==> src/rtl/ctrl_seq_hs.sv <==
// Multi-cycle control sequencer: FETCH/DECODE/ALU/MEM[k]/WREG/UPDPC with ready handshakes.
// Optional bus timeout enabled by defining CTRL_SEQ_MEM_TIMEOUT_EN.
module ctrl_seq_hs #(
    parameter int AW         = 16,
    parameter int MEM_PHASES = 2,
    parameter int PH_W       = 2,
    parameter int TO_CYC     = 16
) (
    input  logic                    clk_i_w,
    input  logic                    rst_i_w,
    input  logic                    en_i_w,
    input  logic                    stall_i_w,
    input  logic                    instr_rdy_i_w,
    input  logic                    mem_rdy_i_w,
    input  logic                    alu_en_i_w,
    input  logic [MEM_PHASES-1:0]   mem_en_i_w,
    input  logic [2*MEM_PHASES-1:0] mem_addr_sel_i_w,
    input  logic [MEM_PHASES-1:0]   mem_wr_rd_i_w,
    input  logic                    wreg_en_i_w,
    input  logic [1:0]              setpc_i_w,
    input  logic [AW-1:0]           pc_i_w,
    input  logic [AW-1:0]           setpc_addr_i_w,
    output logic                    instr_en_o_r,
    output logic                    id_en_o_r,
    output logic                    alu_en_o_r,
    output logic                    mem_en_o_r,
    output logic [1:0]              mem_addr_sel_o_r,
    output logic                    mem_wr_rd_o_r,
    output logic [PH_W-1:0]         mem_phase_o_r,
    output logic                    wreg_en_o_r,
    output logic                    pc_en_o_r,
    output logic                    pc_jmp_o_r,
    output logic [AW-1:0]           pc_addr_o_r,
    output logic                    busy_o_r,
    output logic                    err_o_r
);

    typedef enum logic [3:0] {
        IDLE   = 4'd0,
        FETCH  = 4'd1,
        DECODE = 4'd2,
        ALU    = 4'd3,
        MEM    = 4'd4,
        WREG   = 4'd5,
        UPDPC  = 4'd6,
        STALL  = 4'd7,
        ERR    = 4'd8
    } state_t;

    localparam logic [1:0] SETPC_OFFSET = 2'b01;
    localparam logic [1:0] SETPC_DIRECT = 2'b10;

    if (MEM_PHASES < 1 || MEM_PHASES > 4 || PH_W < 1 || TO_CYC < 2 || TO_CYC > 255) begin : g_param_chk
        $error("ctrl_seq_hs: parameter out of range");
    end

    state_t            r_state;
    state_t            w_seq_state;
    state_t            w_nxt_state;
    state_t            w_tail_state;
    logic [PH_W-1:0]   w_nxt_phase;
    logic [PH_W:0]     w_first;
    logic [PH_W:0]     w_after;
    logic [1:0]        w_nxt_sel;
    logic              w_nxt_wr;
    logic              w_nxt_jmp;
    logic [AW-1:0]     w_nxt_addr;

    // Returns {found, index} of the lowest enabled phase at or above start.
    function automatic logic [PH_W:0] find_phase(input logic [MEM_PHASES-1:0] mask, input int start);
        logic [PH_W:0] res;
        res = '0;
        for (int j = MEM_PHASES - 1; j >= 0; j--) begin
            res = (mask[j] && (j >= start)) ? {1'b1, PH_W'(j)} : res;
        end
        return res;
    endfunction

    // Sequencing decision, ignoring the timeout override.
    always_comb begin
        w_seq_state  = r_state;
        w_nxt_phase  = mem_phase_o_r;
        w_first      = find_phase(mem_en_i_w, 0);
        w_after      = find_phase(mem_en_i_w, int'(mem_phase_o_r) + 1);
        w_tail_state = wreg_en_i_w ? WREG : UPDPC;
        case (r_state)
            IDLE:   w_seq_state = stall_i_w ? STALL : FETCH;
            FETCH:  w_seq_state = instr_rdy_i_w ? DECODE : FETCH;
            DECODE: begin
                if (alu_en_i_w) begin
                    w_seq_state = ALU;
                end else if (w_first[PH_W]) begin
                    w_seq_state = MEM;
                    w_nxt_phase = w_first[PH_W-1:0];
                end else begin
                    w_seq_state = w_tail_state;
                end
            end
            ALU: begin
                if (w_first[PH_W]) begin
                    w_seq_state = MEM;
                    w_nxt_phase = w_first[PH_W-1:0];
                end else begin
                    w_seq_state = w_tail_state;
                end
            end
            MEM: begin
                if (!mem_rdy_i_w) begin
                    w_seq_state = MEM;
                end else if (w_after[PH_W]) begin
                    w_seq_state = MEM;
                    w_nxt_phase = w_after[PH_W-1:0];
                end else begin
                    w_seq_state = w_tail_state;
                end
            end
            WREG:   w_seq_state = UPDPC;
            UPDPC:  w_seq_state = stall_i_w ? STALL : FETCH;
            STALL:  w_seq_state = stall_i_w ? STALL : FETCH;
            ERR:    w_seq_state = ERR;
            default: w_seq_state = IDLE;
        endcase
    end

`ifdef CTRL_SEQ_MEM_TIMEOUT_EN
    logic [7:0] r_wait;
    logic [7:0] w_wait_nxt;
    logic       w_timeout;

    // Wait counter: advances only while FETCH/MEM sees ready low, otherwise clears.
    always_comb begin
        w_wait_nxt = 8'd0;
        w_timeout  = 1'b0;
        if ((r_state == FETCH && !instr_rdy_i_w) || (r_state == MEM && !mem_rdy_i_w)) begin
            if (r_wait == 8'(TO_CYC - 1)) begin
                w_timeout = 1'b1;
            end else begin
                w_wait_nxt = r_wait + 8'd1;
            end
        end else begin
            w_wait_nxt = 8'd0;
        end
    end

    // Wait counter register, frozen while disabled.
    always_ff @(posedge clk_i_w or negedge rst_i_w) begin
        if (!rst_i_w) begin
            r_wait <= 8'd0;
        end else if (en_i_w) begin
            r_wait <= w_wait_nxt;
        end
    end

    assign w_nxt_state = w_timeout ? ERR : w_seq_state;
`else
    assign w_nxt_state = w_seq_state;
`endif

    // Per-phase selects and PC-update values for the state being entered.
    always_comb begin
        w_nxt_sel  = 2'b00;
        w_nxt_wr   = 1'b0;
        w_nxt_jmp  = 1'b0;
        w_nxt_addr = '0;
        for (int k = 0; k < MEM_PHASES; k++) begin
            w_nxt_sel = (w_nxt_phase == PH_W'(k)) ? mem_addr_sel_i_w[2*k +: 2] : w_nxt_sel;
            w_nxt_wr  = (w_nxt_phase == PH_W'(k)) ? mem_wr_rd_i_w[k] : w_nxt_wr;
        end
        if (w_nxt_state == UPDPC) begin
            case (setpc_i_w)
                SETPC_OFFSET: begin
                    w_nxt_jmp  = 1'b1;
                    w_nxt_addr = pc_i_w + setpc_addr_i_w;
                end
                SETPC_DIRECT: begin
                    w_nxt_jmp  = 1'b1;
                    w_nxt_addr = setpc_addr_i_w;
                end
                default: begin
                    w_nxt_jmp  = 1'b0;
                    w_nxt_addr = '0;
                end
            endcase
        end else begin
            w_nxt_jmp  = 1'b0;
            w_nxt_addr = '0;
        end
    end

    // State and registered outputs; everything holds while en_i_w is low.
    always_ff @(posedge clk_i_w or negedge rst_i_w) begin
        if (!rst_i_w) begin
            r_state          <= IDLE;
            instr_en_o_r     <= 1'b0;
            id_en_o_r        <= 1'b0;
            alu_en_o_r       <= 1'b0;
            mem_en_o_r       <= 1'b0;
            mem_addr_sel_o_r <= 2'b00;
            mem_wr_rd_o_r    <= 1'b0;
            mem_phase_o_r    <= '0;
            wreg_en_o_r      <= 1'b0;
            pc_en_o_r        <= 1'b0;
            pc_jmp_o_r       <= 1'b0;
            pc_addr_o_r      <= '0;
            busy_o_r         <= 1'b0;
        end else if (en_i_w) begin
            r_state          <= w_nxt_state;
            instr_en_o_r     <= (w_nxt_state == FETCH);
            id_en_o_r        <= (w_nxt_state == DECODE);
            alu_en_o_r       <= (w_nxt_state == ALU);
            mem_en_o_r       <= (w_nxt_state == MEM);
            mem_addr_sel_o_r <= (w_nxt_state == MEM) ? w_nxt_sel : 2'b00;
            mem_wr_rd_o_r    <= (w_nxt_state == MEM) ? w_nxt_wr : 1'b0;
            mem_phase_o_r    <= (w_nxt_state == MEM) ? w_nxt_phase : '0;
            wreg_en_o_r      <= (w_nxt_state == WREG);
            pc_en_o_r        <= (w_nxt_state == UPDPC);
            pc_jmp_o_r       <= w_nxt_jmp;
            pc_addr_o_r      <= w_nxt_addr;
            busy_o_r         <= (w_nxt_state != IDLE) && (w_nxt_state != STALL) && (w_nxt_state != ERR);
        end
    end

`ifdef CTRL_SEQ_MEM_TIMEOUT_EN
    // Sticky error flag; ERR is only left through reset.
    always_ff @(posedge clk_i_w or negedge rst_i_w) begin
        if (!rst_i_w) begin
            err_o_r <= 1'b0;
        end else if (en_i_w) begin
            err_o_r <= (w_nxt_state == ERR);
        end
    end
`else
    assign err_o_r = 1'b0;
`endif

endmodule

==> config.mk <==
export PLATFORM = sky130hd
export DESIGN_NAME = ctrl_seq_hs
export DESIGN_NICKNAME = d
export VERILOG_FILES = /design/src/rtl/ctrl_seq_hs.sv
export SDC_FILE = /design/constraint.sdc
export NUM_CORES = 1
export LEC_CHECK = 0
export CORE_MARGIN = 2
export CORE_UTILIZATION = 45
export CTS_BUF_LIST = sky130_fd_sc_hd__clkbuf_4
export DETAILED_ROUTE_END_ITERATION = 12
export PLACE_DENSITY = 0.82
export SYNTH_ARGS = -nofsm -noshare
export SYNTH_HDL_FRONTEND = slang
export SYNTH_SLANG_ARGS = --single-unit
==> constraint.sdc <==
create_clock -name clk_i_w -period 6.46 [get_ports clk_i_w]
set_input_delay 0.969 -clock clk_i_w [delete_from_list [all_inputs] [get_ports clk_i_w]]
set_output_delay 0.969 -clock clk_i_w [all_outputs]
set_load 0.005 [all_outputs]
After elaboration in Yosys (flattened, before gate mapping). Cells that the tools add are included.

Output and inout bits: 30. Flip-flop bits (word level): 33.

Order comparisons: 2. Add/sub/neg operators: 2. Muxes and demuxes: 28. Reductions and logical operators: 9. Equality and inequality tests: 19.

Operators with widths (count): $pmux 16 s2 (1); $eq 4x3->1 const B (7); $pmux 4 s7 (1); $mux 2 (13); $mux 3 (6); $add 16x16->16 (1); $eq 4x2->1 const B (4); $mux 16 (1); $eq 4x1->1 const B (2); $ge 1x3->1 const A (2); $pmux 2 s3 (1); $mux 1 (5); $eq 2x1->1 const B (2); $eq 4x4->1 const B (1); $logic_and 1x1->1 (4); $logic_not 4->1 (1); $ne 4x3->1 const B (1); $ne 4x4->1 const B (1); $reduce_bool 4->1 (1); $add 2x1->3 const B (1); $reduce_or 3->1 (1); $eq 2x2->1 const B (1); $logic_not 2->1 (1); $reduce_or 2->1 (1).

Depth between registers and ports, before layout.
Depth after elaboration: 12. Gate-level depth with buffers: 8.

Least setup slack after synthesis. Ideal clock, no wire load.

Path kind: input -> register. Start point: in pc_i_w[1]. End point: reg pc_addr_o_r[15]. Data required time: 6.322 ns. Path slack: 3.426 ns. Path buffers: 0. Stages on the path: 7. Data arrival time: 2.896 ns. Path through: ha_1 > a211oi_1 > nor3_1 > a2111oi_0 > o21ai_0 > xnor2_1 > o221ai_1.

Longest elaborated chain between the ends: 3.

Ends and longest elaborated chain: start, declared (RTL line 21) `input logic [AW-1:0] pc_i_w,`; $add 16x16->16 (RTL line 173) `w_nxt_addr = pc_i_w + setpc_addr_i_w;`; $pmux 16 s2 (RTL line 170) `case (setpc_i_w)`; $mux 16 (RTL line 169) `if (w_nxt_state == UPDPC) begin`; end signal, assigned (RTL line 218) `pc_addr_o_r <= w_nxt_addr;`; end, declared (RTL line 33) `output logic [AW-1:0] pc_addr_o_r,`.

Every way passes these cells. A chain may end at the register's enable or synchronous reset.

Final worst setup path.
Start point: in mem_en_i_w[1]. End point: reg pc_addr_o_r[13].

Longest elaborated chain between the ends: 8. Elaborated cells on any way between the ends: 12. Those cells by class: 1 x eq/ne; 10 x mux; 1 x reduce/logical.

Ends and longest elaborated chain: start, declared (RTL line 16) `input logic [MEM_PHASES-1:0] mem_en_i_w,`; $logic_and 1x1->1 (RTL line 74) `res = (mask[j] && (j >= start)) ? {1'b1, PH_W'(j)} : res;`; $mux 3 (2 in a row) (RTL line 74); $mux 2 (RTL line 110) `end else if (w_after[PH_W]) begin`; $mux 2 (RTL line 108) `if (!mem_rdy_i_w) begin`; $pmux 4 s7 * (RTL line 86) `case (r_state)`; $eq 4x3->1 * (RTL line 169); $mux 16 * (RTL line 169).

Mark *: on every way between the ends. The rest lies on a longest branch, timed or not.

==> impl_results.md <==
* Status: finished clean
* Clock share of power at 0.153
* Post-route minimum period at 3380 ps
* Synthesis-to-finish area growth at 34.5%
* Pwr Total at 783 µW
* Final hold vios at 0
* Io pins at 80
* DRT antenna net count at 0
* Switching power at 285 µW
* Fillers at 471
* Mapped Nets at 320
* DR WL/cell at 15.6 µm
* Synth unique cells at 55
* Synth area leader: dfrtp_1
* Routed length on met1 at 2.87 mm
* Worst Skew at 2.87 ps
* Post-Syn Area per Cell at 9.85 µm²
* VDD IR max at 0.144 mV
* Total number of vias at 2251
* Gr ovfl total at 0
* Maxcap violations at 0
* Worst path arrival time at 3630 ps
* Die Width at 78.3 µm
* Fin nets at 394
* Seq/Total Area, Yosys at 0.333
* Postcts setup bufs at 0
* Share of cells above drive strength 1 at 0.0948
* Critical path type: in2reg
* GR Util All Layers at 0.214
* P_leak at 1.33 nW
* Initial antenna violation count at 0
* Root Driver: clkbuf_4
* Final Cell Area at 3340 µm²
* Critical path endpoint category: register
* Period utilization at 0.523
* DR pass1 iterations at 4
* RSZ-0062 raised after global routing: false
* Post-synth EDFFs at 0
* Residual DRC at 0
* Synth async-reset ratio at 1.00
* Startpoint types: input port
* Post-CTS Hold Fix Bufs at 0
* Placer Congestion at 0.895
* Number of setup violations in the final report at 0
* Met2 WL post-DR at 2.89 mm
* Gate power share at 0.472
* Post-synthesis cell area at 2480 µm²
* Largest net degree at the start of global routing at 34
* Initial Util at 0.459
* PwrDens at 235 nW/µm²
* HP Class: reg2reg
* Setup ws final at 3080 ps
* Ys Warns at 0
* Worst-path fanout max at 16
* Max Clk Rate at 296 MHz
* CTS clk-pin slew, worst paths at 110 ps
* # rows at 27
* Least-Margin Pin Slew at 854 ps
* PortBufs at 78
* Clk sinks at 33
* DIE HEIGHT at 78.3 µm
* Post-CTS sizing at 0
* Cts bufs inserted at 5
* Internal power at 498 µW
* Max_slew headroom at 0.423
* Final wirelength at 6.23 mm
* DIE AREA at 6120 µm²
* Clk buf depth at 2
* Final Max Tran Viols at 0
* CTS tree: yes
* Main flop type after synthesis: dfrtp_1
* Pre-CTS setup slack at 2730 ps
* Post-Synthesis Cells at 252
* Switching share of total power at 0.364
* Core area at 5410 µm²
* Top sig layer: met4
* Clk_lat worst skew at 340 ps
* Dpl hpwl at 4.60 mm
* Number of synthesized register bits at 33
* ANT cells at 0
* Most frequent cells after synthesis: 33 x dfrtp_1, 19 x nand2_1, 17 x ha_1
* Count leader, synth: dfrtp_1
* CTS H-tree lvls at 2
* First-pass GRT wire length at 10.6 mm
* Sequential Power Share at 0.375
* Cell Area, Placed at 3280 µm²
* DRT iter0 DRCs at 92
* Synth area leaders: dfrtp_1 33%, ha_1 8.6%, o2bb2ai_2 6.1%
* Vias in the first global route at 2257
* Drt via density at 5.64
* Synth top area share at 0.333
* Setup TNS at 0 ps
* CP required at 6710 ps
* Met3 WL at 410 µm
-- per-layer routing --
metal  vias to the layer above  GRT usage
li1                       1113          -
met5                         -          0
met2                        78      0.351
met4                         0     0.0596
met1                      1052      0.280
met3                         8     0.0540
-- power by group through the flow --
stage / combinational (mW) / sequential, mW / clock [mW]
floorplan: 0.254 / 0.277 / 0
global placement: 0.361 / 0.297 / 0
detailed placement: 0.368 / 0.298 / 0
CTS: 0.371 / 0.294 / 0.124
global route: 0.408 / 0.304 / 0.135
finish: 0.369 / 0.294 / 0.120
-- worst max-delay path: stages --
cell	delay, ps
clkdlybuf4s50_1	510
inv_1	50
o311ai_0	530
a21boi_0	250
or4b_1	950
o31ai_1	370
-- sequential cells by signal, summed over array words and instances, names as in the netlist --
signal	flops
pc_addr_o_r	16
r_state	4
mem_addr_sel_o_r	2
mem_phase_o_r	2
alu_en_o_r	1
busy_o_r	1
id_en_o_r	1
instr_en_o_r	1
mem_en_o_r	1
mem_wr_rd_o_r	1
pc_en_o_r	1
pc_jmp_o_r	1
wreg_en_o_r	1
-- per-stage QoR --
stage,instances,hold slack [ps],util
after detailed placement,391,470,0.607
after floorplan,252,477,-
final,399,491,0.617
after global routing,399,522,0.617
after global placement,391,464,0.607
after CTS,399,495,0.617
-- kinds of logic after synthesis --
logic type      share of synthesized area
mux                                0.0257
other cells                       0.00151
xor+xnor                           0.0494
fa+ha+maj                          0.0938
simple gates                        0.131
flops                               0.333
buf+inv                            0.0494
compound gates                      0.316
-- cells in the final DEF (no fill, tap or decap), types with 10 or more instances in the layout --
cell type / synthesis / layout
a22oi_1: 10 / 10
clkdlybuf4s50_1: 0 / 78
ha_1: 17 / 17
a21oi_1: 16 / 16
o21ai_0: 13 / 13
nor2_1: 13 / 13
o2bb2ai_2: 10 / 10
nand2_1: 19 / 19
xnor2_1: 10 / 10
dfrtp_1: 33 / 33
-- layout make-up --
cell class                 count  area (µm²)  share of cell area
clock buffer                   6        45.0              0.0135
timing repair buffer          81         803               0.241
tap                           72        90.1              0.0270
sequential                    33         826               0.247
multi-input combinational    197        1530               0.459
inverter                       8        30.0             0.00900
clock inverter                 2        10.0             0.00300
-- final timing paths --
path | start | to | slack [ps] | cells past startpoint
setup reg to reg | r_state[1] | pc_addr_o_r[13] | 3640 | 5
max in group asynchronous | rst_i_w | pc_addr_o_r[3] | 5120 | 2
hold / removal | pc_jmp_o_r | pc_jmp_o_r | 490 | 1
min in group asynchronous | rst_i_w | pc_jmp_o_r | 1030 | 2
hold reg to reg | pc_jmp_o_r | pc_jmp_o_r | 490 | 1
setup / recovery | mem_en_i_w[1] | pc_addr_o_r[13] | 3080 | 6
Power figures use the tool's default switching activity.
